`src/rtl/tpu_fifo_pkg.sv`:
```
// Shared constants and helpers for the sfifo read-side stream logic.
package tpu_fifo_pkg;

  localparam int RD_LATENCY  = 1;
  localparam int SKID_DEPTH  = 2;
  localparam int SKID_CNT_W  = $clog2(SKID_DEPTH + 1);
  localparam int STALL_CNT_W = 16;

  // Beat counter width: enough bits to hold 0..n-1, never narrower than 1.
  function automatic int beat_cnt_w(input int n);
    return (n <= 1) ? 1 : $clog2(n);
  endfunction

endpackage

```
`src/rtl/stream_skid2.sv`:
```
// Two-entry valid/ready skid buffer with push, pop and synchronous flush.
// The head entry always drives dout; valid is simply "not empty".
module stream_skid2
  import tpu_fifo_pkg::*;
#(
  parameter int WIDTH = 8
) (
  input  logic                  clk,
  input  logic                  rst_n,
  input  logic                  flush,
  input  logic                  push,
  input  logic [WIDTH-1:0]      din,
  input  logic                  pop,
  output logic                  valid,
  output logic [WIDTH-1:0]      dout,
  output logic [SKID_CNT_W-1:0] count
);

  logic [WIDTH-1:0]      head;
  logic [WIDTH-1:0]      tail;
  logic [SKID_CNT_W-1:0] cnt;

  // Storage and occupancy; a simultaneous push and pop keeps the count and shifts the head.
  always_ff @(posedge clk or negedge rst_n) begin
    if (!rst_n) begin
      head <= '0;
      tail <= '0;
      cnt  <= '0;
    end else if (flush) begin
      cnt <= '0;
    end else begin
      unique case ({push, pop})
        2'b10: begin
          if (cnt == '0) head <= din;
          else           tail <= din;
          cnt <= cnt + SKID_CNT_W'(1);
        end
        2'b01: begin
          head <= tail;
          cnt  <= cnt - SKID_CNT_W'(1);
        end
        2'b11: begin
          if (cnt == SKID_CNT_W'(1)) begin
            head <= din;
          end else begin
            head <= tail;
            tail <= din;
          end
        end
        default: ;
      endcase
    end
  end

  assign valid = (cnt != '0);
  assign dout  = head;
  assign count = cnt;

endmodule

```
`src/rtl/sfifo_rd_stream.sv`:
```
// Read-side drain engine for sfifo: pops the FIFO (1-cycle read latency),
// buffers returned words in a 2-entry skid and frames them into bursts of
// BURST_LEN beats with a last marker.
// Optional build macro SFIFO_RD_STALL_CNT_EN adds a saturating stall_cnt output.
module sfifo_rd_stream
  import tpu_fifo_pkg::*;
#(
  parameter int WIDTH     = 8,
  parameter int BURST_LEN = 16
) (
  input  logic                   clk,
  input  logic                   rst_n,
  input  logic                   clr,
  input  logic                   fifo_rempty,
  output logic                   fifo_rinc,
  input  logic [WIDTH-1:0]       fifo_rdata,
  output logic                   m_valid,
  input  logic                   m_ready,
  output logic [WIDTH-1:0]       m_data,
  output logic                   m_last
`ifdef SFIFO_RD_STALL_CNT_EN
  ,
  output logic [STALL_CNT_W-1:0] stall_cnt
`endif
);

  localparam int               CNT_W    = beat_cnt_w(BURST_LEN);
  localparam logic [CNT_W-1:0] LAST_IDX = CNT_W'(BURST_LEN - 1);

  logic                  inflight;
  logic [SKID_CNT_W-1:0] buf_cnt;
  logic                  xfer;
  logic [2:0]            occ_after;
  logic [CNT_W-1:0]      beat_cnt;

  assign xfer = m_valid && m_ready;

  // Occupancy the skid would have after this cycle if no new pop were issued.
  // A transfer implies buf_cnt >= 1, so this never underflows.
  assign occ_after = 3'(buf_cnt) + 3'(inflight) - 3'(xfer);

  assign fifo_rinc = rst_n && !fifo_rempty && !clr && (occ_after < 3'(SKID_DEPTH));

  // A pop issued this cycle returns data RD_LATENCY cycle later; remember it.
  always_ff @(posedge clk or negedge rst_n) begin
    if (!rst_n)   inflight <= 1'b0;
    else if (clr) inflight <= 1'b0;
    else          inflight <= fifo_rinc;
  end

  // Returned FIFO data lands in the skid; flush drops anything still returning.
  stream_skid2 #(
    .WIDTH (WIDTH)
  ) u_skid (
    .clk   (clk),
    .rst_n (rst_n),
    .flush (clr),
    .push  (inflight),
    .din   (fifo_rdata),
    .pop   (xfer),
    .valid (m_valid),
    .dout  (m_data),
    .count (buf_cnt)
  );

  // Beat index within the burst; holds across underflow gaps, wraps after the last beat.
  always_ff @(posedge clk or negedge rst_n) begin
    if (!rst_n) begin
      beat_cnt <= '0;
    end else if (clr) begin
      beat_cnt <= '0;
    end else if (xfer) begin
      if (beat_cnt == LAST_IDX) beat_cnt <= '0;
      else                      beat_cnt <= beat_cnt + CNT_W'(1);
    end
  end

  assign m_last = m_valid && (beat_cnt == LAST_IDX);

`ifdef SFIFO_RD_STALL_CNT_EN
  // Saturating count of cycles where a beat is offered but not accepted.
  always_ff @(posedge clk or negedge rst_n) begin
    if (!rst_n) begin
      stall_cnt <= '0;
    end else if (clr) begin
      stall_cnt <= '0;
    end else if (m_valid && !m_ready && (stall_cnt != '1)) begin
      stall_cnt <= stall_cnt + STALL_CNT_W'(1);
    end
  end
`endif

endmodule

```
`config.mk`:
```
export PLATFORM = sky130hd
export DESIGN_NAME = sfifo_rd_stream
export DESIGN_NICKNAME = d
export VERILOG_FILES = /design/src/rtl/tpu_fifo_pkg.sv /design/src/rtl/stream_skid2.sv /design/src/rtl/sfifo_rd_stream.sv
export SDC_FILE = /design/constraint.sdc
export NUM_CORES = 1
export LEC_CHECK = 0
export CAP_MARGIN = 40
export CORE_MARGIN = 2
export CORE_UTILIZATION = 45
export CTS_CLUSTER_DIAMETER = 150
export CTS_CLUSTER_SIZE = 16
export DETAILED_ROUTE_END_ITERATION = 7
export GPL_TIMING_DRIVEN = 0
export PLACE_DENSITY = 0.85
export SLEW_MARGIN = 10
export SYNTH_ARGS = -nofsm -noshare
export SYNTH_HDL_FRONTEND = slang
export SYNTH_HIERARCHICAL = 1
export SYNTH_SLANG_ARGS = --single-unit
```
`constraint.sdc`:
```
create_clock -name clk -period 2.4 [get_ports clk]
set_input_delay 0.24 -clock clk [delete_from_list [all_inputs] [get_ports clk]]
set_output_delay 0.24 -clock clk [all_outputs]
set_load 0.005 [all_outputs]
```
==> flow_summary.yaml, run 1 <==
detailed_routing:
  detail_route.first_pass.iterations: 4
  finalWirelength_mm: 2.67
  dr_total_vias: 927
  drt-initial-drc-count: 12
  drc_errors: 0
  ant_nets: 0
  vias_per_cell: 5.33
  wl_per_cell_um: 15.3
cts:
  path_clk_slew_ps: 120
  cts_hold_buf: 0
  cts_root_buf: "clkbuf_4"
  cts_tree: "yes"
  clkLatencyLatePin_ps: 310
  clock_sinks: 23
  clockBufferDepth: 2
  h-tree-depth: 1
  cts_buffers: 3
power:
  power.density_mw_per_mm2: 1080
  pwr-share-seq_pct: 34.0
  switching_power_uw: 601
  ir_worst_vdd_uv: 863
  intPower_mw: 1.26
  clockPowerShare_pct: 9.7
  leakage_nw: 0.759
  p_comb_share_pct: 56.3
  power.total_mw: 1.86
  netSwitchingFraction_pct: 32.3
floorplan:
  fp-row-count: 18
  die_area_mm2: 0.00307
  initial_core_util_pct: 47.6
  fp.dieW_um: 55.4
  die_height_um: 55.4
  io_pins: 24
  design.core.area_mm2: 0.00250
grt:
  globalRouteOverflowTotal: 0
  grt_pass1_vias: 1016
  grt_max_degree: 15
  grt_pass1_wl_mm: 4.55
  grtUsageTotal_pct: 18.8
  antenna_found_initial: 0
finish:
  final_nets: 163
  area_delta_synth_final_pct: 45.1
  final_cell_mix: "dfrtp_1, clkdlybuf4s50_1, buf_4"
  drive_gt1_share_pct: 45.8
  fillers: 185
  diodes: 0
  stdcell_area_mm2: 0.00173
  utilization_pct: 69.1
synth:
  avgSynthCellArea_um2: 12.5
  ys_types: 25
  ys_seq_area_share_pct: 48.4
  synth_nets: 113
  syn_inst: 95
  netlist_area_mm2: 0.00119
  ys_warn_count: 6
  ys_ff_latch: 23
timing:
  max_slew_margin_pct: 64.2
  finalWorstSetupSlack_ps: -253
  tightest_slew_ps: 535
  min_period_ps: 2650
  final_hold_viol_count: 0
  rsz0062_at_grt: "true"
  fmax_ghz: 0.377
  whs_ps: 264
  slew_viol_final: 0
  finalCritPeriodShare_pct: 111
  skew_ps: 0.595
  setup_viol: 3
outcome:
  violations: "negative setup slack"
  status: "finished with violations"
worst_setup_path:
  startpoint_type: "flop"
  required_ps: 2640
  r2r-start: "u_skid/count[1]"
  worstRegToRegCells: 18
  critPathKind: "reg -> reg"
  r2r_end: "beat_cnt[0]"
  reg2reg_slack_ps: -250
  critPathArrivalTime_ps: 2890
  cp_max_fo: 3
  endpoint_kind: "flop"
placed_design:
  gp_congestion: 0.785
  port_buffers: 23
  dpl_cell_area_mm2: 0.00148
  dp_hpwl_mm: 1.69
job:
  cap_viol_max_count: 0
min_path:
  hp-class: "in -> async"
[cell families (layout without fill, tap and decap cells)]
| logic type | after synthesis | in the layout | synth area share, % |
|---|---|---|---|
| muxes | 25 | 25 | 24.0 |
| DFF | 23 | 23 | 48.4 |
| and+or+nand+nor | 19 | 19 | 7.89 |
| AOI/OAI and AO/OA | 11 | 11 | 7.47 |
| buffers and inverters | 8 | 57 | 3.47 |
| adders and majority gates | 5 | 5 | 5.89 |
| xor gates and xnor gates | 4 | 4 | 2.94 |
[final cells by class]
class                      count  area (um2)  area share (%)
clock inverter                 1        7.51           0.435
sequential                    23         577            33.4
timing repair buffer          45         398            23.0
multi-input combinational     64         636            36.8
buffer                         2        18.8            1.09
tap                           30        37.5            2.17
clock buffer                   3        22.5            1.30
inverter                       6        30.0            1.74
[state kept, by name, summed over array words and instances (netlist names)]
name          count
u_skid/tail       8
inflight          1
beat_cnt          4
u_skid/dout       8
u_skid/count      2
[power groups by stage]
stage | Sequential (mW) | Clock [mW] | Combinational, mW
floorplan | 0.629 | 0 | 0.448
global placement | 0.631 | 0 | 0.691
detailed placement | 0.644 | 0 | 0.727
CTS | 0.633 | 0.195 | 0.995
global route | 0.651 | 0.206 | 1.13
finish | 0.633 | 0.180 | 1.05
[what timing repair did]
action,in CTS,in global routing
resized for setup,20,1
buffers inserted,18,3
setup endpoints to repair,2,3
pin swaps,7,1
endpoints found under the hold margin,0,0
[worst max-delay path, stage by stage, from the launching register on]
cell and delay [ps]:
dfrtp_2 390, inv_2 50, ha_4 170, inv_6 60, nand2_4 50, buf_4 130, buf_4 120, buf_4 120
buf_4 120, buf_4 120, buf_4 120, buf_4 120, buf_4 130, buf_4 120, buf_4 120, buf_4 120
buf_4 130, a311o_1 270, a21oi_2 120
[how the worst max path moves through the flow]
stage / cells after the start / end / slack (ps) / startpoint
2_1_floorplan: 10 / fifo_rinc / 60 / u_skid/count[1]
3_3_place_gp: 11 / fifo_rinc / -570 / u_skid/count[1]
3_5_place_dp: 11 / fifo_rinc / -620 / u_skid/count[1]
4_1_cts: 11 / fifo_rinc / -210 / u_skid/count[1]
5_1_grt: 18 / beat_cnt[0] / -350 / u_skid/count[0]
6_report: 18 / beat_cnt[0] / -250 / u_skid/count[1]
[cell usage after synthesis, drive strengths merged]
master   count  area share (%)
nor2         4             1.5
and4         1            0.84
nand3        3             1.3
fa           1             1.7
ha           4             4.2
a21oi        6             2.5
a311o        1            0.84
dfrtp       23              48
buf          2             1.6
xnor2        2             1.5
or3          1            0.53
inv          6             1.9
o2111ai      1             1.3
nand2        7             2.2
o21ai        1            0.42
nor4         2             1.1
a21boi       1             1.6
a211o        1            0.84
mux2        25              24
nand2b       1            0.53
xor2         2             1.5
[metrics by stage]
step	std cells	TNS, ps	setup slack (ps)
2_1_floorplan	95	0	62.8
3_3_place_gp	148	-572	-572
3_5_place_dp	149	-620	-620
4_1_cts	171	-407	-205
5_1_grt	174	-857	-352
6_report	174	-510	-253
[routing by layer]
layer	wire length (um)	vias to the layer above	global-route usage, %
met5	0	-	0
met4	21	0	3.48
met3	119	2	5.85
met2	1460	26	35.4
met1	1070	464	20.6
li1	-	435	-
Note: power is estimated with default switching activity, not from simulation.
==> run 2: changes to the inputs <==
--- a/config.mk
+++ b/config.mk
@@ -6,7 +6,7 @@
 export NUM_CORES = 1
 export LEC_CHECK = 0
 export CAP_MARGIN = 40
-export CORE_MARGIN = 2
+export CORE_MARGIN = 4
 export CORE_UTILIZATION = 45
 export CTS_CLUSTER_DIAMETER = 150
 export CTS_CLUSTER_SIZE = 16
==> flow_summary.yaml, run 2 (synthesized netlist as in run 1, its figures left out) <==
worst_setup_path:
  endpoint_kind: "primary output"
  startpoint_type: "flop"
  worstRegToRegCells: 16
  crit_top_cell: "inv_2"
  path_cells: "inv_2, ha_4, inv_2, nand2_2, inv_2, ha_4, nand2b_4, fa_2, xor2_4, nor4_2, buf_2"
  slowest_delay_ps: 440
  worst-path-buf-inv: 4
  required_ps: 2160
  critPathKind: "reg -> out"
  cp_max_fo: 2
  critPathArrivalTime_ps: 2490
  crit_cells: 11
  slowest_stage: "dfrtp_2"
  reg2reg_slack_ps: 60
  path_delay_family: "adder cells"
placed_design:
  dp_hpwl_mm: 1.78
  port_buffers: 23
  gp_congestion: 0.803
  dpl_cell_area_mm2: 0.00148
timing:
  final_hold_viol_count: 0
  tightest_slew_ps: 555
  setup_tns_ps: -331
  rsz0062_at_grt: "true"
  finalWorstSetupSlack_ps: -331
  min_period_ps: 2730
  fmax_ghz: 0.366
  slew_viol_final: 0
  max_slew_margin_pct: 62.9
  setup_viol: 1
  finalCritPeriodShare_pct: 114
  skew_ps: 11.9
floorplan:
  fp.dieW_um: 59.4
  fp-row-count: 18
  io_pins: 24
  design.core.area_mm2: 0.00250
  die_height_um: 59.4
  die_area_mm2: 0.00353
  initial_core_util_pct: 47.6
detailed_routing:
  finalWirelength_mm: 3.01
  drc_errors: 0
  drt-initial-drc-count: 33
  vias_per_cell: 5.21
  detail_route.first_pass.iterations: 4
  ant_nets: 0
  dr_total_vias: 901
  wl_per_cell_um: 17.4
finish:
  final_nets: 162
  fillers: 183
  area_delta_synth_final_pct: 49.1
  seq_area_um2: 577
  multiInputGateArea_um2: 657
  final_cell_mix: "dfrtp_1, clkdlybuf4s50_1, mux2_2"
  drive_gt1_share_pct: 46.2
  stdcell_area_mm2: 0.00177
  diodes: 0
cts:
  clock_sinks: 23
  clkLatencyLatePin_ps: 320
  cts_buffers: 3
  cts_root_buf: "clkbuf_4"
  cts_tree: "yes"
  h-tree-depth: 1
  clockBufferDepth: 2
  path_clk_slew_ps: 140
power:
  power.density_mw_per_mm2: 1100
  switching_power_uw: 646
  power.total_mw: 1.95
  netSwitchingFraction_pct: 33.1
  clockPowerShare_pct: 9.7
  intPower_mw: 1.31
  pwr-share-seq_pct: 32.6
  p_comb_share_pct: 57.7
  ir_worst_vdd_uv: 738
  leakage_nw: 0.770
grt:
  grt_pass1_wl_mm: 5.33
  met1_usage_pct: 23.3
  antenna_found_initial: 0
  grt.met3_usage_pct: 4.79
  grtUsageMet2_pct: 39.6
  globalRouteOverflowTotal: 0
  grtUsageTotal_pct: 20.6
  grt_max_degree: 17
  busiest_layer: "met2"
  grt_pass1_vias: 1067
outcome:
  violations: "negative setup slack"
  status: "finished with violations"
min_path:
  hp-class: "in -> async"
job:
  cap_viol_max_count: 0
## run 2: final cells by class
class	instances	area share (%)
Sequential cell	23	32.5
Multi-Input combinational cell	64	37.0
Timing Repair Buffer	44	24.3
Buffer	2	1.06
Clock inverter	1	0.423
Tap cell	30	2.12
Clock buffer	3	1.27
Inverter	6	1.27
## run 2: worst paths after layout
path / from / end
max in group asynchronous: rst_n / u_skid/count[1]
worst max register to register: u_skid/count[0] / beat_cnt[0]
worst max-delay path: u_skid/count[1] / fifo_rinc
worst min register to register: u_skid/tail[6] / u_skid/tail[6]
min in group clk: u_skid/tail[6] / u_skid/tail[6]
worst min-delay path: rst_n / beat_cnt[3]
## run 2: timing repair
item                                    in CTS  in global routing
endpoints found under the setup margin       2                  4
resized for setup                           14                 17
buffers inserted                            25                  1
pin swaps                                    6                  7
hold buffers                                 0                  0
## run 2: layer usage
metal  wire, um  up-vias
met5          0        -
met4         12        0
met3        114        2
met2       1720       24
met1       1170      445
li1           -      430
## run 2: metrics by stage
step / hold slack (ps) / cells / utilization, % / setup WS (ps)
floorplan: -55.6 / 95 / - / 62.8
CTS: 244 / 178 / 69.2 / -334
finish: 231 / 173 / 71.0 / -331
global route: 252 / 173 / 71.0 / -441
global placement: 484 / 148 / 58.6 / -572
detailed placement: 496 / 149 / 59.2 / -608
## run 2: power groups by stage
| stage | registers (mW) | clock network, mW | logic (mW) |
|---|---|---|---|
| floorplan | 0.629 | 0 | 0.448 |
| detailed placement | 0.646 | 0 | 0.733 |
| finish | 0.636 | 0.189 | 1.13 |
| CTS | 0.634 | 0.193 | 1.02 |
| global route | 0.658 | 0.213 | 1.22 |
| global placement | 0.631 | 0 | 0.694 |
==> run 3: changes to the inputs <==
--- a/config.mk
+++ b/config.mk
@@ -7,14 +7,14 @@
 export LEC_CHECK = 0
 export CAP_MARGIN = 40
 export CORE_MARGIN = 4
-export CORE_UTILIZATION = 45
+export CORE_UTILIZATION = 47
+export CTS_BUF_LIST = sky130_fd_sc_hd__clkbuf_8
 export CTS_CLUSTER_DIAMETER = 150
 export CTS_CLUSTER_SIZE = 16
 export DETAILED_ROUTE_END_ITERATION = 7
 export GPL_TIMING_DRIVEN = 0
-export PLACE_DENSITY = 0.85
+export PLACE_DENSITY = 0.88
 export SLEW_MARGIN = 10
 export SYNTH_ARGS = -nofsm -noshare
 export SYNTH_HDL_FRONTEND = slang
-export SYNTH_HIERARCHICAL = 1
 export SYNTH_SLANG_ARGS = --single-unit
==> flow_summary.yaml, run 3 <==
worst_setup_path:
  endpoint_kind: "primary output"
  path_delay_family: "adder cells"
  crit_top_cell: "inv_2"
  path_cells: "inv_2, ha_4, nor2b_4, buf_6, xnor2_4, and2_4, inv_2, fa_1, nand2_2, nor4_2, buf_2"
  critPathKind: "reg -> out"
  cp_max_fo: 2
  required_ps: 2160
  worst-path-buf-inv: 4
  critPathArrivalTime_ps: 2370
  slowest_stage: "fa_1"
  startpoint_type: "flop"
  slowest_delay_ps: 480
finish:
  final_nets: 159
  area_delta_synth_final_pct: 38.3
  final_common_cell: "dfrtp_1"
  final_cell_mix: "dfrtp_1, clkdlybuf4s50_1, nor2_1"
  stdcell_area_mm2: 0.00159
  drive_gt1_share_pct: 28.4
  diodes: 0
power:
  pwr-share-seq_pct: 33.3
  leakage_nw: 0.746
  intPower_mw: 1.20
  ir_worst_vdd_uv: 668
  power.density_mw_per_mm2: 1170
  switching_power_uw: 660
  power.total_mw: 1.86
  p_comb_share_pct: 53.5
  netSwitchingFraction_pct: 35.5
  clockPowerShare_pct: 13.2
timing:
  rsz0062_at_grt: "true"
  setup_viol: 1
  tightest_slew_ps: 450
  finalWorstSetupSlack_ps: -206
  max_slew_margin_pct: 69.9
  whs_ps: 188
  min_period_ps: 2610
  slew_viol_final: 0
  finalCritPeriodShare_pct: 109
  final_hold_viol_count: 0
  skew_ps: 1.43
  fmax_ghz: 0.384
synth:
  ys_warn_count: 0
  synth.most_common_cell: "dfrtp_1"
  synth-main-ff-cell: "dfrtp_1"
  yosys-top-cells-area: "dfrtp_1, mux2_2, mux2i_1, a21oi_1, nor2_1"
  syn_inst: 105
  synth_top_area_share_pct: 50.0
  synth_nets: 122
  synth_edf_count: 0
  ys_types: 25
  ys_seq_area_share_pct: 50.0
  ys_async_sr_fraction_pct: 100
  synth_top_cell_by_area: "dfrtp_1"
  netlist_area_mm2: 0.00115
  ys_ff_latch: 23
  avgSynthCellArea_um2: 11.0
  yosys-top-cells-count: "dfrtp_1, nor2_1, a21oi_1"
grt:
  grt_pass1_wl_mm: 4.29
  globalRouteOverflowTotal: 0
  grtUsageTotal_pct: 17.0
  grt_max_degree: 18
  antenna_found_initial: 0
  grt_pass1_vias: 941
placed_design:
  gp_congestion: 0.708
  dpl_cell_area_mm2: 0.00143
  port_buffers: 22
  dp_hpwl_mm: 1.71
detailed_routing:
  wl_per_cell_um: 16.3
  drc_errors: 0
  finalWirelength_mm: 2.76
  ant_nets: 0
  drt-initial-drc-count: 25
  dr_total_vias: 905
  detail_route.first_pass.iterations: 4
  vias_per_cell: 5.36
cts:
  cts_tree: "yes"
  clock_sinks: 23
  clkLatencyLatePin_ps: 270
  cts_hold_buf: 0
  cts_root_buf: "clkbuf_8"
  h-tree-depth: 1
  path_clk_slew_ps: 80
  cts_buffers: 3
  clockBufferDepth: 2
floorplan:
  die_height_um: 57.5
  design.core.area_mm2: 0.00228
  initial_core_util_pct: 50.6
  fp-row-count: 17
  io_pins: 24
  fp.dieW_um: 57.5
  die_area_mm2: 0.00331
job:
  cap_viol_max_count: 0
outcome:
  violations: "negative setup slack"
  status: "finished with violations"
min_path:
  hp-class: "in -> reg"
==> run 3: power groups by stage <==
stage | Combinational [mW] | Sequential, mW | Clock, mW
after global routing | 1.06 | 0.639 | 0.267
after floorplan | 0.455 | 0.616 | 0
final | 0.993 | 0.618 | 0.246
after detailed placement | 0.749 | 0.628 | 0
after global placement | 0.709 | 0.616 | 0
after CTS | 0.885 | 0.612 | 0.246
==> run 3: logic make-up after synthesis <==
| logic type | share of synthesized area, % |
|---|---|
| AND/OR/NAND/NOR | 13.8 |
| flip-flops | 50.0 |
| XOR/XNOR | 2.28 |
| adder cells (fa/ha/maj) | 5.00 |
| buffers and inverters | 4.24 |
| multiplexers | 15.8 |
| AO/OA/AOI/OAI | 8.91 |
==> run 3: through the flow <==
stage,utilization (%),instances,TNS [ps],worst slack (ps)
6_report,69.9,169,-206,-206
5_1_grt,69.9,169,-307,-307
4_1_cts,68.2,167,-226,-226
3_5_place_dp,63.0,156,-642,-642
3_3_place_gp,61.8,155,-568,-568
2_1_floorplan,-,105,0,71.4
==> run 3: worst paths after layout <==
kind	start	depth (start not counted)	endpoint	slack, ps
setup / recovery	u_skid.count[0]	11	fifo_rinc	-210
hold / removal	clr	2	beat_cnt[1]	190
setup reg to reg	u_skid.count[0]	11	inflight	190
hold reg to reg	u_skid.tail[7]	1	u_skid.tail[7]	510
max in group asynchronous	rst_n	2	u_skid.dout[6]	1690
min in group asynchronous	rst_n	1	inflight	280
==> run 3: timing repair <==
action                                  CTS  global route
hold endpoints to repair                  0             0
buffers inserted                          7             2
gates resized for setup                  12             4
endpoints found under the setup margin    1             1
pin swaps                                 2             1
==> run 3: layout make-up <==
type	instances	area, um2
clock buffer	3	41.3
timing repair buffer	32	310
inverter	4	15.0
multi-input combinational	75	574
tap	28	35.0
clock inverter	1	5.00
sequential	23	577
fill	149	684
buffer	3	33.8
==> run 3: layer usage <==
metal  global-route usage, %  wire length (um)  vias up  share of wire (%)
met5                       0                 0        -                  0
met3                    3.39               105        7                3.8
met1                    19.0              1100      441                 40
met4                    9.27                68        0                2.5
li1                        -                 -      433                  -
met2                    29.8              1490       24                 54
